[config.mk]
export PLATFORM = sky130hd
export DESIGN_NAME = ym_access_seq
export DESIGN_NICKNAME = d
export VERILOG_FILES = /design/src/rtl/turbofm_pkg.sv /design/src/rtl/access_timer.sv /design/src/rtl/ym_access_seq.sv
export SDC_FILE = /design/constraint.sdc
export NUM_CORES = 1
export LEC_CHECK = 0
export ABC_CLOCK_PERIOD_IN_PS = 6000
export BUFFER_PORTS_ARGS = -buffer_cell sky130_fd_sc_hd__buf_2
export CAP_MARGIN = 10
export CORE_MARGIN = 2
export CORE_UTILIZATION = 30
export CTS_CLUSTER_DIAMETER = 200
export DETAILED_ROUTE_END_ITERATION = 12
export GPL_TIMING_DRIVEN = 0
export HOLD_SLACK_MARGIN = 0.08
export PLACE_DENSITY = 0.51
export SETUP_SLACK_MARGIN = 0.05
export SLEW_MARGIN = 20
export SYNTH_ARGS = -nofsm -noshare
export SYNTH_HDL_FRONTEND = slang
export SYNTH_SLANG_ARGS = --single-unit
[constraint.sdc]
create_clock -name clk -period 6 [get_ports clk]
set_input_delay 0.3 -clock clk [delete_from_list [all_inputs] [get_ports clk]]
set_output_delay 0.3 -clock clk [all_outputs]
set_load 0.01 [all_outputs]
[src/rtl/turbofm_pkg.sv]
// Shared device codes, sequencer states and default bus timing for the YM/SAA local bus.
// Timing defaults assume a 56 MHz clk.
package turbofm_pkg;

    localparam logic [1:0] DEV_YM0 = 2'd0;
    localparam logic [1:0] DEV_YM1 = 2'd1;
    localparam logic [1:0] DEV_SAA = 2'd2;
    localparam logic [1:0] DEV_RSV = 2'd3;

    localparam int unsigned DEF_SETUP_CYC   = 2;
    localparam int unsigned DEF_STROBE_CYC  = 12;
    localparam int unsigned DEF_HOLD_CYC    = 2;
    localparam int unsigned DEF_RECOVER_CYC = 4;

    localparam int TMR_W = 16;

    typedef enum logic [2:0] {
        ST_IDLE,
        ST_SETUP,
        ST_STROBE,
        ST_HOLD,
        ST_RECOVER
    } state_t;

    typedef struct packed {
        logic       wr;
        logic [1:0] dev;
        logic       a0;
        logic [7:0] wdata;
    } acc_t;

    // A state lasting n cycles loads n-1; a zero length is stretched to one cycle.
    function automatic logic [TMR_W-1:0] cyc_load(input int unsigned n);
        int unsigned m;
        m = (n == 0) ? 1 : n;
        return TMR_W'(m - 1);
    endfunction

endpackage

[src/rtl/access_timer.sv]
// Loadable down-counter; tc is high while the count is zero and the counter parks there.
// A load takes effect on the next clk edge and overrides counting.
module access_timer
    import turbofm_pkg::*;
#(
    parameter int W = TMR_W
) (
    input  logic         clk,
    input  logic         rst_n,
    input  logic         load,
    input  logic [W-1:0] load_val,
    output logic         tc
);

    logic [W-1:0] cnt;

    always_ff @(posedge clk) begin
        if (!rst_n) begin
            cnt <= '0;
        end else if (load) begin
            cnt <= load_val;
        end else if (cnt != '0) begin
            cnt <= cnt - 1'b1;
        end
    end

    assign tc = (cnt == '0);

endmodule

[src/rtl/ym_access_seq.sv]
// Sequences single YM2203/SAA bus accesses through setup/strobe/hold/recover with registered outputs.
// One access in flight; req_ready is high only in IDLE, so requesters wait out the full access.
module ym_access_seq
    import turbofm_pkg::*;
#(
    parameter int unsigned SETUP_CYC   = DEF_SETUP_CYC,
    parameter int unsigned STROBE_CYC  = DEF_STROBE_CYC,
    parameter int unsigned HOLD_CYC    = DEF_HOLD_CYC,
    parameter int unsigned RECOVER_CYC = DEF_RECOVER_CYC
) (
    input  logic       clk,
    input  logic       rst_n,
    input  logic       req_valid,
    output logic       req_ready,
    input  logic       req_wr,
    input  logic [1:0] req_dev,
    input  logic       req_a0,
    input  logic [7:0] req_wdata,
    output logic       rd_valid,
    output logic [7:0] rd_data,
    input  logic [7:0] d_in,
    output logic [7:0] d_out,
    output logic       d_oe,
    output logic       yma0,
    output logic       ymcs0_n,
    output logic       ymcs1_n,
    output logic       ymrd_n,
    output logic       ymwr_n,
    output logic       saaa0,
    output logic       saacs_n,
    output logic       saawr_n
);

    localparam logic [TMR_W-1:0] LD_SETUP   = cyc_load(SETUP_CYC);
    localparam logic [TMR_W-1:0] LD_STROBE  = cyc_load(STROBE_CYC);
    localparam logic [TMR_W-1:0] LD_HOLD    = cyc_load(HOLD_CYC);
    localparam logic [TMR_W-1:0] LD_RECOVER = cyc_load(RECOVER_CYC);

    state_t            state, state_nxt;
    acc_t              cap, cap_nxt;
    logic              accept;
    logic              no_strobe;
    logic              tmr_load;
    logic [TMR_W-1:0]  tmr_val;
    logic              tmr_tc;
    logic              active_nxt;
    logic              strobe_nxt;
    logic              is_ym;
    logic              is_saa;

    access_timer #(.W(TMR_W)) u_timer (
        .clk      (clk),
        .rst_n    (rst_n),
        .load     (tmr_load),
        .load_val (tmr_val),
        .tc       (tmr_tc)
    );

    always_comb begin
        accept  = req_valid && req_ready;
        cap_nxt = cap;
        if (accept) begin
            cap_nxt.wr    = req_wr;
            cap_nxt.dev   = req_dev;
            cap_nxt.a0    = req_a0;
            cap_nxt.wdata = req_wdata;
        end
        // SAA has no read strobe and the reserved code has no chip: skip straight to RECOVER.
        no_strobe = (cap_nxt.dev == DEV_RSV) || ((cap_nxt.dev == DEV_SAA) && !cap_nxt.wr);

        state_nxt = state;
        tmr_load  = 1'b0;
        tmr_val   = '0;
        case (state)
            ST_IDLE: begin
                if (accept) begin
                    tmr_load = 1'b1;
                    if (no_strobe) begin
                        state_nxt = ST_RECOVER;
                        tmr_val   = LD_RECOVER;
                    end else begin
                        state_nxt = ST_SETUP;
                        tmr_val   = LD_SETUP;
                    end
                end
            end
            ST_SETUP: begin
                if (tmr_tc) begin
                    state_nxt = ST_STROBE;
                    tmr_load  = 1'b1;
                    tmr_val   = LD_STROBE;
                end
            end
            ST_STROBE: begin
                if (tmr_tc) begin
                    state_nxt = ST_HOLD;
                    tmr_load  = 1'b1;
                    tmr_val   = LD_HOLD;
                end
            end
            ST_HOLD: begin
                if (tmr_tc) begin
                    state_nxt = ST_RECOVER;
                    tmr_load  = 1'b1;
                    tmr_val   = LD_RECOVER;
                end
            end
            ST_RECOVER: begin
                if (tmr_tc) begin
                    state_nxt = ST_IDLE;
                end
            end
            default: state_nxt = ST_IDLE;
        endcase
    end

    always_comb begin
        active_nxt = state_nxt inside {ST_SETUP, ST_STROBE, ST_HOLD};
        strobe_nxt = (state_nxt == ST_STROBE);
        is_ym      = (cap_nxt.dev == DEV_YM0) || (cap_nxt.dev == DEV_YM1);
        is_saa     = (cap_nxt.dev == DEV_SAA);
    end

    always_ff @(posedge clk) begin
        if (!rst_n) begin
            state <= ST_IDLE;
            cap   <= '0;
        end else begin
            state <= state_nxt;
            cap   <= cap_nxt;
        end
    end

    // Pins are registered from the next state so they line up with the state they belong to.
    always_ff @(posedge clk) begin
        if (!rst_n) begin
            req_ready <= 1'b0;
            rd_valid  <= 1'b0;
            rd_data   <= '0;
            d_out     <= '0;
            d_oe      <= 1'b0;
            yma0      <= 1'b0;
            ymcs0_n   <= 1'b1;
            ymcs1_n   <= 1'b1;
            ymrd_n    <= 1'b1;
            ymwr_n    <= 1'b1;
            saaa0     <= 1'b0;
            saacs_n   <= 1'b1;
            saawr_n   <= 1'b1;
        end else begin
            req_ready <= (state_nxt == ST_IDLE);
            ymcs0_n   <= !(active_nxt && (cap_nxt.dev == DEV_YM0));
            ymcs1_n   <= !(active_nxt && (cap_nxt.dev == DEV_YM1));
            saacs_n   <= !(active_nxt && is_saa);
            yma0      <= active_nxt && is_ym && cap_nxt.a0;
            saaa0     <= active_nxt && is_saa && cap_nxt.a0;
            ymwr_n    <= !(strobe_nxt && is_ym && cap_nxt.wr);
            ymrd_n    <= !(strobe_nxt && is_ym && !cap_nxt.wr);
            saawr_n   <= !(strobe_nxt && is_saa && cap_nxt.wr);
            d_oe      <= active_nxt && cap_nxt.wr;
            d_out     <= (active_nxt && cap_nxt.wr) ? cap_nxt.wdata : '0;

            if ((state == ST_STROBE) && tmr_tc && !cap.wr) begin
                rd_valid <= 1'b1;
                rd_data  <= d_in;
            end else if (accept && no_strobe && !req_wr) begin
                rd_valid <= 1'b1;
                rd_data  <= 8'hFF;
            end else begin
                rd_valid <= 1'b0;
            end
        end
    end

endmodule
Word-level counts from Yosys, hierarchy flattened
Index checks and enable logic that the tools add are counted.
Word-level totals
  logic and storage cells: 92
  register bits after elaboration: 58
  output and inout port bits: 27
Operators by class
  eq/ne operators: 10
  muxes and demuxes: 23
  $add $sub $neg: 1
  reduce and logical (&&, ||, !) cells: 39
Operators by type and width (count)
  16-bit 2-to-1 mux: 2
  1-bit logical AND: 18
  3-bit 2-to-1 mux: 6
  16-bit zero test: 1
  8-bit 2-to-1 mux: 2
  4-bit one-hot mux with 4 select lines: 1
  16-bit nonzero test: 1
  16-bit by 1-bit subtractor with 16-bit output, second input constant: 1
  3-bit one-hot mux with 5 select lines: 1
  3-bit by 2-bit equality test with 1-bit output, second input constant: 4
  12-bit 2-to-1 mux: 1
  1-bit zero test: 9
  3-bit by 1-bit equality test with 1-bit output, second input constant: 2
  3-bit zero test: 2
  2-bit 2-to-1 mux: 3
  1-bit 2-to-1 mux: 5
  2-bit equality test, second input constant: 2
  4-bit 2-to-1 mux: 1
  2-bit nonzero test: 2
  3-bit equality test, second input constant: 1
  3-bit nonzero test: 1
  3-bit OR reduction: 1
  2-bit by 1-bit equality test with 1-bit output, second input constant: 1
  2-bit zero test: 1
  3 further kinds: 4

Logic depth before layout (Yosys ltp)
Gate-level depths: netlist of the first run.
  word-level depth: 12
  gate-level depth with buffers: 9
  mapped depth without buffers: 7

Cells and area by module
A second synthesis of the first run with hierarchy kept.
Second synthesis, totals
  cells, all modules: 255
  area, all modules: 2438.6 um2
By module, submodules not included
  ym_access_seq: times used 1, area each 1498.9 um2, sequential area each 840.8 um2, cells an instance 139
  access_timer: times used 1, area each 939.7 um2, sequential area each 320.3 um2, cells an instance 116

Worst setup path after synthesis of the first run
OpenSTA, ideal clock, no wires.
  path type: reg-to-reg
  start point: register u_timer.cnt[0]
  end point: register ymrd_n
  stages on the path, launching flop included: 9
  data arrival time: 2.044 ns
  slack: 3.828 ns
  data required time: 5.873 ns
  cells stage by stage: dfxtp_1 -> inv_1 -> ha_1 -> or3b_1 -> and3b_1 -> buf_2 -> nand4b_1 -> o21ai_0 -> or3b_1
On the way
  cells in the longest elaborated chain, start to end: 7
RTL lines
  start: declaration: line access_timer.sv:15  | logic [W-1:0] cnt;
  start signal: assignment: line access_timer.sv:21  | cnt <= load_val;
  start signal: assignment: line access_timer.sv:23  | cnt <= cnt - 1'b1;
  16-bit zero test *: line access_timer.sv:27  | assign tc = (cnt == '0);
  3-bit 2-to-1 mux (on tied branches)
  3-bit one-hot mux with 5 select lines *: line ym_access_seq.sv:74  | case (state)
  3-bit by 2-bit equality test with 1-bit output *: line ym_access_seq.sv:119  | strobe_nxt = (state_nxt == ST_STROBE);
  1-bit logical AND * (2 in series): line ym_access_seq.sv:158  | ymrd_n <= !(strobe_nxt && is_ym && !cap_nxt.wr);
  1-bit zero test *: line ym_access_seq.sv:158
  end signal: assignment: line ym_access_seq.sv:158
  end: declaration: line ym_access_seq.sv:27  | output logic ymrd_n,
Mark *: on every way between the ends. The rest lies on a longest branch, timed or not.
A chain may end at the register's enable or synchronous reset.

Worst setup path after layout of the first run
  start point: register u_timer.cnt[0]
  end point: register rd_data[5]
On the way
  cells in the longest elaborated chain, start to end: 4
RTL lines
  16-bit zero test *: line access_timer.sv:27
  1-bit logical AND * (2 in series): line ym_access_seq.sv:163  | if ((state == ST_STROBE) && tmr_tc && !cap.wr) begin
  8-bit 2-to-1 mux / 2-bit nonzero test (equally long branches)
  end signal: assignment: line ym_access_seq.sv:165  | rd_data <= d_in;
  end: declaration: line ym_access_seq.sv:20  | output logic [7:0] rd_data,
Marked as above.

==> results of run 1 <==
[flip-flops by register name, indices dropped and copies added (netlist names)]
register,count
saacs_n,1
yma0,1
ymwr_n,1
saawr_n,1
ymrd_n,1
ymcs1_n,1
d_out,8
u_timer.cnt,16
req_ready,1
d_oe,1
cap,12
ymcs0_n,1
rd_valid,1
state,3
saaa0,1
rd_data,8
[per-layer routing]
metal / up-vias / global-route usage / share of wire / wire (um)
li1: 1021 / - / - / -
met1: 914 / 0.1660 / 0.46 / 2606
met2: 45 / 0.2360 / 0.47 / 2679
met3: 6 / 0.06021 / 0.059 / 333
met4: 0 / 0.05100 / 0.013 / 72
met5: - / 0 / 0 / 0
[worst reg2reg max path, stage by stage, from the launching register on]
cell and delay, ns:
dfxtp_1 0.33, inv_1 0.08, ha_1 0.29, or3b_1 0.46, and3b_1 0.32, buf_2 0.26
nand4_2 0.25, buf_2 0.28, a211oi_1 0.23
[stage by stage]
step	setup WS (ns)	total power [mW]	util
CTS	3.387	1.390	0.3815
detailed placement	3.401	1.048	0.3567
global route	3.227	1.479	0.3822
global placement	3.433	1.044	0.3567
finish	3.409	1.378	0.3822
floorplan	3.828	0.9114	-
[area by class of cell]
cell class / count / area share
Buffer: 13 / 0.02183
Inverter: 5 / 0.006421
Timing Repair Buffer: 49 / 0.08390
Clock buffer: 12 / 0.05651
Tap cell: 102 / 0.04366
Sequential cell: 58 / 0.3973
Clock inverter: 4 / 0.008562
Multi-Input combinational cell: 175 / 0.3818
[worst min-delay path by stage]
stage	start	endpoint	slack, ns	cells past startpoint
2_1_floorplan	rst_n	ymcs0_n$_SDFF_PN1_	0.40	1
3_3_place_gp	u_timer.cnt[8]$_SDFFE_PN0P_	u_timer.cnt[8]$_SDFFE_PN0P_	0.46	2
3_5_place_dp	u_timer.cnt[8]$_SDFFE_PN0P_	u_timer.cnt[8]$_SDFFE_PN0P_	0.46	2
4_1_cts	req_wdata[3]	cap[3]$_SDFF_PN0_	0.21	3
5_1_grt	req_wdata[2]	cap[2]$_SDFF_PN0_	0.23	3
6_report	req_wdata[3]	cap[3]$_SDFF_PN0_	0.22	3
[power groups by stage]
stage	combinational, mW	sequential (mW)	clock [mW]
floorplan	0.422	0.489	0
global placement	0.552	0.492	0
detailed placement	0.555	0.493	0
CTS	0.557	0.485	0.349
global route	0.623	0.492	0.364
finish	0.557	0.485	0.336
[cells in the final DEF (no fill, tap or decap), types with 2 or more instances in the layout]
cell,n
a211oi_1,11
a21boi_0,2
a21oi_1,9
buf_2,54
clkbuf_1,6
clkbuf_8,12
clkinv_2,2
clkinvlp_4,2
dfxtp_1,58
inv_1,4
mux2i_1,12
nand2_1,10
nand2b_1,5
nand3_1,7
nand3b_1,4
nand4b_1,3
nor2_1,46
nor3_1,7
nor3b_1,2
nor4_1,12
o21ai_0,3
or3_1,3
or3b_1,2
or4_1,2
or4_4,2
xnor2_1,8
xor2_1,2
[cells by family after synthesis]
| group | Yosys count | synth area share |
|---|---|---|
| flip-flops | 58 | 0.4931 |
| AO/OA/AOI/OAI | 36 | 0.1105 |
| buffers and inverters | 18 | 0.03507 |
| adder cells (fa/ha/maj) | 1 | 0.005313 |
| multiplexers | 12 | 0.05101 |
| XOR/XNOR | 10 | 0.03720 |
| AND/OR/NAND/NOR | 116 | 0.2678 |
[cell usage after synthesis, types with 2 or more instances]
| library cell | number | area (sq um) |
|---|---|---|
| nand2b_1 | 5 | 31.28 |
| nand2_1 | 10 | 37.54 |
| buf_2 | 5 | 25.02 |
| or3b_1 | 2 | 17.52 |
| nand4b_1 | 3 | 26.28 |
| clkbuf_1 | 6 | 22.52 |
| nor2_1 | 46 | 172.7 |
| inv_1 | 4 | 15.01 |
| a21boi_0 | 2 | 15.01 |
| dfxtp_1 | 58 | 1161 |
| or4_4 | 2 | 22.52 |
| or3_1 | 3 | 18.77 |
| nor3b_1 | 3 | 22.52 |
| o21ai_0 | 3 | 15.01 |
| a21oi_1 | 9 | 45.04 |
| nor4_1 | 12 | 75.07 |
| mux2i_1 | 12 | 120.1 |
| a211oi_1 | 11 | 82.58 |
| nand3_1 | 7 | 35.03 |
| or4_1 | 2 | 15.01 |
| xnor2_1 | 8 | 70.07 |
| nor3_1 | 7 | 35.03 |
| nand3b_1 | 4 | 30.03 |
| xor2_1 | 2 | 17.52 |
==> out/results.tsv, run 1 <==
stage	metric	value	unit
status	outcome	finished clean	
power_and_ir_drop	p_sw	0.5307	mW
power_and_ir_drop	irDropWorstVdd	0.1561	mV
cells_and_area	layout.nets	335	
timing	worst_pin_slew	0.7284	ns
floorplan	dieArea	8574	sq um
timing	setup_tns	0	ns
logic_synthesis	synth_edf_count	0	
critical_path	reg2reg_from	u_timer.cnt[0]$_SDFFE_PN0P_	
logic_synthesis	syn_inst	251	
floorplan	start_util	0.3079	
drt	drcViolationCount	0	
floorplan	die_w	92.60	um
critical_path	crit_type	reg2reg	
cells_and_area	n_antenna_cell	0	
critical_path	cp-start-kind	register	
drt	post_drt_wl_per_cell	13.61	um
logic_synthesis	syn-mean-instance-area	9.382	sq um
clock_network	numCtsBuffers	9	
critical_path	r2r_setup_slack	3.41	ns
place	port-buffer-count	49	
global_routing	grt_max_degree	11	
flow_run	max-cap-violations	0	
clock_network	cts-resized-gates	0	
timing	whs	0.2231	ns
floorplan	io_pins	50	
timing	finClkSkew	0.005889	ns
clock_network	ctsHoldBuffers	0	
cells_and_area	drive_gt1_frac	0.2563	
timing	max_freq	385.9	MHz
logic_synthesis	syn_area	2355	sq um
timing	finalHoldViolations	0	
critical_path	required	6.24	ns
logic_synthesis	ys_ff_latch	58	
clock_network	clockBufferDepth	2	
hold_path	hold_class	in2reg	
floorplan	die_h	92.60	um
power_and_ir_drop	leakagePower	1.216	nW
clock_network	cts.sinks	58	
clock_network	root_buffer	clkbuf_8	
critical_path	crit_path_end	rd_data[5]$_SDFFE_PN0P_	
critical_path	worstPathArrival	2.83	ns
timing	min_period_over_period	0.4319	
clock_network	h-tree-depth	3	
global_routing	overflow	0	
global_routing	grt_pass1_wl	9542	um
critical_path	critPathTopFamily	simple AND/OR/NAND/NOR gates	
place	placed_area	2728	sq um
critical_path	critical_path_buf_inv_count	3	
place	place_inst	402	
critical_path	slowest_stage	or3b_1	
clock_network	postCtsSetupBuffers	0	
place	place_congestion	0.7334	
drt	finalWirelength	5691	um
power_and_ir_drop	p_sw_frac	0.3851	
power_and_ir_drop	powerDensity	471.5	nW/um^2
global_routing	antenna_found_initial	0	
timing	relSlewSlack	0.5144	
timing	setup_viol	0	
logic_synthesis	ys_seq_area_frac	0.4931	
logic_synthesis	synth.net_count	275	
floorplan	core	7647	sq um
cells_and_area	n_fill_cell	776	
floorplan	fp-row-count	32	
power_and_ir_drop	p_int	0.8474	mW
critical_path	cp_max_fo	10	
logic_synthesis	async_flop_share	0	
critical_path	reg2reg_depth	8	
critical_path	cp_cell_sequence	inv_1 -> ha_1 -> or3b_1 -> and3b_1 -> buf_2 -> nand4_2 -> buf_2 -> a211oi_1	
critical_path	r2r_end	rd_data[5]$_SDFFE_PN0P_	
timing	rsz0062_at_grt	no	
drt	drtPass1Iterations	4	
clock_network	clk_latency	0.33	ns
cells_and_area	syn2layout_area_growth	24.12	%
power_and_ir_drop	combPwrFrac	0.404	
global_routing	grt.total_usage	0.1430	
power_and_ir_drop	pwr-share-clk	0.244	
cells_and_area	stdcell_area	2923	sq um
logic_synthesis	yosys_most_used_dff	dfxtp_1	
cells_and_area	seqCellArea	1161	sq um
drt	via_per_inst	4.751	
cells_and_area	multi_input_area	1116	sq um
critical_path	cpMostUsedCell	buf_2	
critical_path	crit_cells	8	
logic_synthesis	ys_warn_count	0	
cells_and_area	final_cells	418	
logic_synthesis	synth_cell_types	49	
clock_network	tritoncts	built	
timing	min_period	2.591	ns
critical_path	end_kind	register	
timing	final_max_slew_viol_count	0	
drt	vias	1986	
power_and_ir_drop	seq_power_share	0.352	
drt	drtIter0Drc	49	
drt	antenna_left	0	
place	detailed_place_hpwl	4042	um
global_routing	grt_pass1_vias	2013	
critical_path	cp-startpoint	u_timer.cnt[0]$_SDFFE_PN0P_	
critical_path	max_stage_delay	0.46	ns
clock_network	clkTransAtPathRegs	0.07	ns
Note: power is estimated with default switching activity, not from simulation.
==> run 2: changes to the inputs <==
- ABC_CLOCK_PERIOD_IN_PS: 6000 -> 2100
- PLACE_DENSITY: 0.51 -> 0.53
- clock period: 6 -> 2.1 ns (I/O delays scaled with it)
==> run 2 against run 1 <==
Compared with the run above:
- the flow now finishes with violations (setup timing)
- cell area rose by 30%
- global-route usage is 1.3 points higher
- via count rose by 13%
- non-clock buffer count rose by 44
- utilization rose by 12 points
- worst hold slack worse by 0.11 ns
- critical path depth shrank 3
- clock-buffer cell count is 1 lower
- maximum frequency rose by 19%
- critical path type unchanged
- largest power group unchanged
==> out/results.tsv, run 2 (synthesized netlist as in run 1, its figures left out) <==
stage	metric	value	unit	change
status	outcome	finished, violations left		
status	violations	setup timing		
power_and_ir_drop	leakagePower	1.532	nW	+26%
place	port-buffer-count	49		unchanged
place	place_congestion	0.7857		+7.1%
clock_network	tritoncts	built		
critical_path	required	2.30	ns	-3.94 ns
drt	drtPass1Iterations	4		unchanged
cells_and_area	seqCellArea	1169	sq um	+0.65%
cells_and_area	largest_reg_flops	16		unchanged
flow_run	max-cap-violations	0		unchanged
clock_network	clkTransAtPathRegs	0.07	ns	about the same
cells_and_area	multi_input_area	1485	sq um	+33%
drt	vias	2248		+13%
power_and_ir_drop	powerDensity	1428	nW/um^2	+200%
floorplan	fp-row-count	32		unchanged
global_routing	grt.met3_usage	0.04068		-0.01953
floorplan	die_h	92.60	um	unchanged
floorplan	die_w	92.60	um	unchanged
drt	post_drt_wl_per_cell	14.37	um	+5.5%
critical_path	cp-start-kind	register		
timing	max_freq	458.6	MHz	+19%
drt	via_per_inst	4.866		+2.4%
clock_network	clk_latency	0.34	ns	about the same
cells_and_area	n_antenna_cell	0		unchanged
timing	setup_viol	26		+26
floorplan	io_pins	50		unchanged
timing	min_period	2.180	ns	-0.4109 ns
cells_and_area	syn2layout_area_growth	61.64	%	
timing	final_max_slew_viol_count	0		unchanged
timing	finClkSkew	0.009022	ns	+0.003133 ns
critical_path	reg2reg_from	u_timer.cnt[10]$_SDFFE_PN0P_		
cells_and_area	largestRegisters	u_timer.cnt: 16 flops, cap: 12 flops		
cells_and_area	layout_common_cells	dfxtp_1 (54), buf_2 (50), nor2_1 (30)		
critical_path	crit_type	reg2reg		
critical_path	cp-startpoint	u_timer.cnt[10]$_SDFFE_PN0P_		
global_routing	grt_pass1_vias	2284		+13%
floorplan	core	7647	sq um	unchanged
cells_and_area	top_register	u_timer.cnt		
timing	rsz0062_at_grt	yes		
floorplan	dieArea	8574	sq um	unchanged
timing	whs	0.1110	ns	-0.1121 ns
clock_network	root_buffer	clkbuf_8		
drt	finalWirelength	6639	um	+17%
cells_and_area	final_cells	462		+11%
clock_network	clockBufferDepth	2		unchanged
global_routing	antenna_found_initial	0		unchanged
global_routing	use_met2	0.2689		+0.03285
power_and_ir_drop	irDropWorstVdd	0.5927	mV	+280%
cells_and_area	final_common_cell	dfxtp_1		
global_routing	grt.total_usage	0.1558		+0.01277
place	detailed_place_hpwl	3925	um	-2.9%
global_routing	grt_pass1_wl	10580	um	+11%
place	place_inst	402		unchanged
drt	drcViolationCount	0		unchanged
clock_network	h-tree-depth	3		unchanged
global_routing	grt_max_degree	12		+1
hold_path	hold_class	in2reg		
timing	finalHoldViolations	0		unchanged
cells_and_area	n_fill_cell	700		-9.8%
drt	antenna_left	0		unchanged
global_routing	gr-usage-met1	0.1816		+0.01564
timing	min_period_over_period	1.038		+0.6064
hold_path	worstHoldStart	req_dev[0]		
critical_path	end_kind	register		
critical_path	worstPathArrival	2.38	ns	-0.45 ns
critical_path	cp_max_fo	5		-5
clock_network	cts.sinks	58		unchanged
clock_network	numCtsBuffers	9		unchanged
timing	relSlewSlack	0.2992		-0.2151
cells_and_area	layout.nets	380		+13%
floorplan	start_util	0.3079		unchanged
global_routing	busiest_layer	met2		
global_routing	overflow	0		unchanged
timing	setup_ws	-0.08049	ns	-3.489 ns
cells_and_area	drive_gt1_frac	0.4500		+0.1937
drt	drtIter0Drc	58		+18%
timing	worst_pin_slew	1.051	ns	+0.3227 ns
run 2: report_power, final:
part           leakage [nW]  internal, mW  switching, mW  total, mW
Combinational         0.951          1.40           1.46       2.86
Sequential            0.474          1.27          0.128       1.40
Clock                 0.108         0.726          0.451       1.18
run 2: final cells by class:
| type | instances | area share |
|---|---|---|
| flip-flops and latches | 58 | 0.3070 |
| repair buffers | 93 | 0.1795 |
| plain buffers | 13 | 0.02465 |
| inverters | 5 | 0.005588 |
| clock buffers | 11 | 0.03978 |
| clock inverters | 4 | 0.01972 |
| multi-input cells | 176 | 0.3902 |
| well taps | 102 | 0.03353 |
run 2: worst paths after layout:
kind,endpoint,cells past startpoint,slack (ns)
max reg2reg,u_timer.cnt[0]$_SDFFE_PN0P_,5,-0.08
min reg2reg,u_timer.cnt[8]$_SDFFE_PN0P_,2,0.48
max,u_timer.cnt[0]$_SDFFE_PN0P_,5,-0.08
min,ymcs0_n$_SDFF_PN1_,3,0.11
run 2: per-layer routing:
| metal | wire [um] | vias up | share of wire |
|---|---|---|---|
| li1 | - | 1113 | - |
| met2 | 3359 | 46 | 0.51 |
| met3 | 291 | 8 | 0.044 |
| met1 | 2909 | 1081 | 0.44 |
| met5 | 0 | - | 0 |
| met4 | 79 | 0 | 0.012 |
run 2: what timing repair did:
item,in CTS,in global routing
resized for setup,35,64
endpoints found under the hold margin,19,0
setup buffers,18,5
hold buffers,18,0
gates cloned,3,1
pin swaps,14,20
setup endpoints to repair,45,45
run 2: worst max-delay path: stages, from the launching register on:
cell and delay (ns):
dfxtp_2 0.34, or4_4 0.55, or4_4 0.47, or4_1 0.51
o21ai_1 0.09, a21oi_1 0.08
run 2: through the flow:
stage	instance area (sq um)	power [mW]	setup slack (ns)	utilization	setup TNS (ns)
floorplan	2369	2.646	0.02376	-	0
global placement	2741	3.032	-0.2771	0.3585	-7.616
detailed placement	2741	3.025	-0.2623	0.3585	-7.174
CTS	3443	4.882	-0.05752	0.4503	-0.2056
global route	3806	5.768	-0.1950	0.4977	-3.199
finish	3806	5.435	-0.08049	0.4977	-0.8406
==> run 3: changes to the inputs <==
- CORE_UTILIZATION: 30 -> 48
- PLACE_DENSITY: 0.53 -> 0.76
==> run 3 against run 2 <==
Compared with the run above:
- the flow still finishes with violations (setup timing)
- wire length is 0.69% lower
- sequential cell count stayed put
- cell area is 5.5% lower
- largest power group unchanged
- global-route usage is 8.4 points higher
- cell count is 8.0% lower
- power is 7.3% lower
- clock skew is 0.00079 ns higher
==> out/results.tsv, run 3 (synthesized netlist as in run 1, its figures left out) <==
stage	metric	value	unit	change
global_routing	overflow	0		unchanged
global_routing	grt.total_usage	0.2396		+0.08384
place	place_inst	367		-8.7%
global_routing	grt_pass1_vias	2132		-6.7%
critical_path	cp-start-kind	register		
floorplan	dieArea	5482	sq um	-36%
critical_path	slowest_stage	or4_4		
cells_and_area	drive_gt1_frac	0.4134		-0.03659
timing	worst_pin_slew	1.025	ns	-0.02636 ns
floorplan	die_h	74.04	um	-20%
drt	drcViolationCount	0		unchanged
floorplan	io_pins	50		unchanged
drt	via_per_inst	5.379		+11%
hold_path	hold_class	in2reg		
clock_network	clkTransAtPathRegs	0.07	ns	about the same
power_and_ir_drop	seq_power_share	0.282		+0.024
cells_and_area	largestRegisters	u_timer.cnt: 16 flops, cap: 12 flops		
timing	rsz0062_at_grt	yes		
timing	relSlewSlack	0.3168		+0.01757
clock_network	clockBufferDepth	2		unchanged
timing	min_period_over_period	1.049		+0.01041
clock_network	clk_latency	0.33	ns	about the same
status	violations	setup timing		
clock_network	tritoncts	built		
flow_run	max-cap-violations	0		unchanged
clock_network	h-tree-depth	3		unchanged
cells_and_area	n_fill_cell	275		-61%
timing	whs	0.07960	ns	-0.03145 ns
cells_and_area	final_common_cell	dfxtp_1		
timing	final_max_slew_viol_count	0		unchanged
drt	post_drt_wl_per_cell	15.51	um	+8.0%
floorplan	die_w	74.04	um	-20%
cells_and_area	largest_reg_flops	16		unchanged
power_and_ir_drop	leakagePower	1.491	nW	-2.7%
floorplan	start_util	0.4985		+0.1906
timing	max_freq	454.1	MHz	-0.99%
cells_and_area	multi_input_area	1378	sq um	-7.2%
critical_path	reg2reg_depth	5		unchanged
power_and_ir_drop	p_int	3.142	mW	-7.5%
power_and_ir_drop	pwr-share-clk	0.224		+0.007
global_routing	grt_max_degree	12		unchanged
critical_path	cpMostUsedCell	or4_4		
drt	drtIter0Drc	133		+130%
place	detailed_place_hpwl	3587	um	-8.6%
global_routing	antenna_found_initial	0		unchanged
timing	finalHoldViolations	0		unchanged
critical_path	cp_max_fo	5		unchanged
critical_path	cp_cell_sequence	or4_4 -> or4_4 -> or4_1 -> o21ai_1 -> a21oi_1		
critical_path	end_kind	register		
global_routing	grt_pass1_wl	10020	um	-5.3%
critical_path	required	2.30	ns	about the same
status	outcome	finished, violations left		
cells_and_area	syn2layout_area_growth	52.76	%	
place	port-buffer-count	49		unchanged
drt	finalWirelength	6593	um	-0.69%
cells_and_area	n_antenna_cell	0		unchanged
hold_path	min_path_cells	3		unchanged
clock_network	root_buffer	clkbuf_8		
critical_path	crit_type	reg2reg		
critical_path	max_stage_delay	0.57	ns	+0.02 ns
clock_network	cts.sinks	58		unchanged
power_and_ir_drop	p_sw	1.894	mW	-7.0%
power_and_ir_drop	p_sw_frac	0.3761		+0.001378
power_and_ir_drop	irDropWorstVdd	0.8230	mV	+39%
drt	vias	2286		+1.7%
power_and_ir_drop	powerDensity	1400	nW/um^2	-2.0%
cells_and_area	layout_common_cells	dfxtp_1 (54), buf_2 (50), nor2_1 (31)		
cells_and_area	top_register	u_timer.cnt		
floorplan	core	4723	sq um	-38%
cells_and_area	final_util	0.7616		+0.2639
drt	antenna_left	0		unchanged
timing	setup_ws	-0.1024	ns	-0.02187 ns
critical_path	worstPathArrival	2.40	ns	+0.02 ns
cells_and_area	seqCellArea	1169	sq um	unchanged
drt	drtPass1Iterations	4		unchanged
cells_and_area	final_cells	425		-8.0%
place	place_congestion	0.8583		+9.2%
clock_network	numCtsBuffers	9		unchanged
floorplan	fp-row-count	25		-22%
timing	setup_viol	17		-35%
power_and_ir_drop	combPwrFrac	0.494		-0.032
cells_and_area	layout.nets	377		-0.79%
timing	min_period	2.202	ns	+0.02187 ns
timing	finClkSkew	0.009813	ns	+0.0007911 ns
## run 3: changes by cell type in the layout (fill, tap and decap cells not counted), sizes merged
cell    delta
clkinv     +3
buf        -2
clkbuf     -2
nand4      -1
## run 3: path summary, 6_finish.rpt
check | from | to | slack, ns
worst min-delay path | req_dev[0] | ymcs0_n$_SDFF_PN1_ | 0.08
worst max register to register | u_timer.cnt[12]$_SDFFE_PN0P_ | u_timer.cnt[0]$_SDFFE_PN0P_ | -0.10
worst min register to register | u_timer.cnt[8]$_SDFFE_PN0P_ | u_timer.cnt[8]$_SDFFE_PN0P_ | 0.48
worst max-delay path | u_timer.cnt[12]$_SDFFE_PN0P_ | u_timer.cnt[0]$_SDFFE_PN0P_ | -0.10
## run 3: layer usage
metal / vias up / GRT usage / routed length (um)
met1: 1106 / 0.3186 / 2891
met4: 0 / 0.08687 / 89
li1: 1109 / - / -
met5: - / 0 / 0
met2: 62 / 0.3720 / 3252
met3: 9 / 0.07046 / 359
## run 3: metrics by stage
step / area, sq um / setup WS [ns] / setup TNS, ns / power (mW)
final: 3597 / -0.1024 / -0.7223 / 5.036
after global routing: 3597 / -0.1664 / -3.253 / 5.302
after CTS: 3403 / -0.06320 / -0.07286 / 4.715
after detailed placement: 2698 / -0.2720 / -6.289 / 3.009
after global placement: 2698 / -0.2058 / -5.604 / 2.975
after floorplan: 2369 / 0.02376 / 0 / 2.646
## run 3: timing repair
item                                   4_1_cts  5_1_grt
gates resized for setup                     39       36
gates cloned                                 3        0
endpoints found under the hold margin       19        0
buffers inserted                            16        5
hold buffers                                18        0
pin swaps                                   18        9
setup endpoints to repair                   45       45
## run 3: cell type report
class | count | area share
Tap cell | 67 | 0.02330
Buffer | 13 | 0.02470
Clock inverter | 7 | 0.02609
Sequential cell | 58 | 0.3249
Clock buffer | 9 | 0.03443
Inverter | 5 | 0.005913
Multi-Input combinational cell | 175 | 0.3830
Timing Repair Buffer | 91 | 0.1777
## run 3: worst max-delay path: cells and delay by family (launching register included)
kind	cells	cell delay, ns
flops	1	0.32
compound gates	2	0.19
simple gates	3	1.56
## run 3: power by group through the flow
stage	Clock, mW	Combinational (mW)	Sequential, mW
global route	1.19	2.68	1.44
finish	1.13	2.49	1.42
floorplan	0	1.25	1.40
CTS	1.13	2.19	1.39
detailed placement	0	1.60	1.41
global placement	0	1.57	1.40
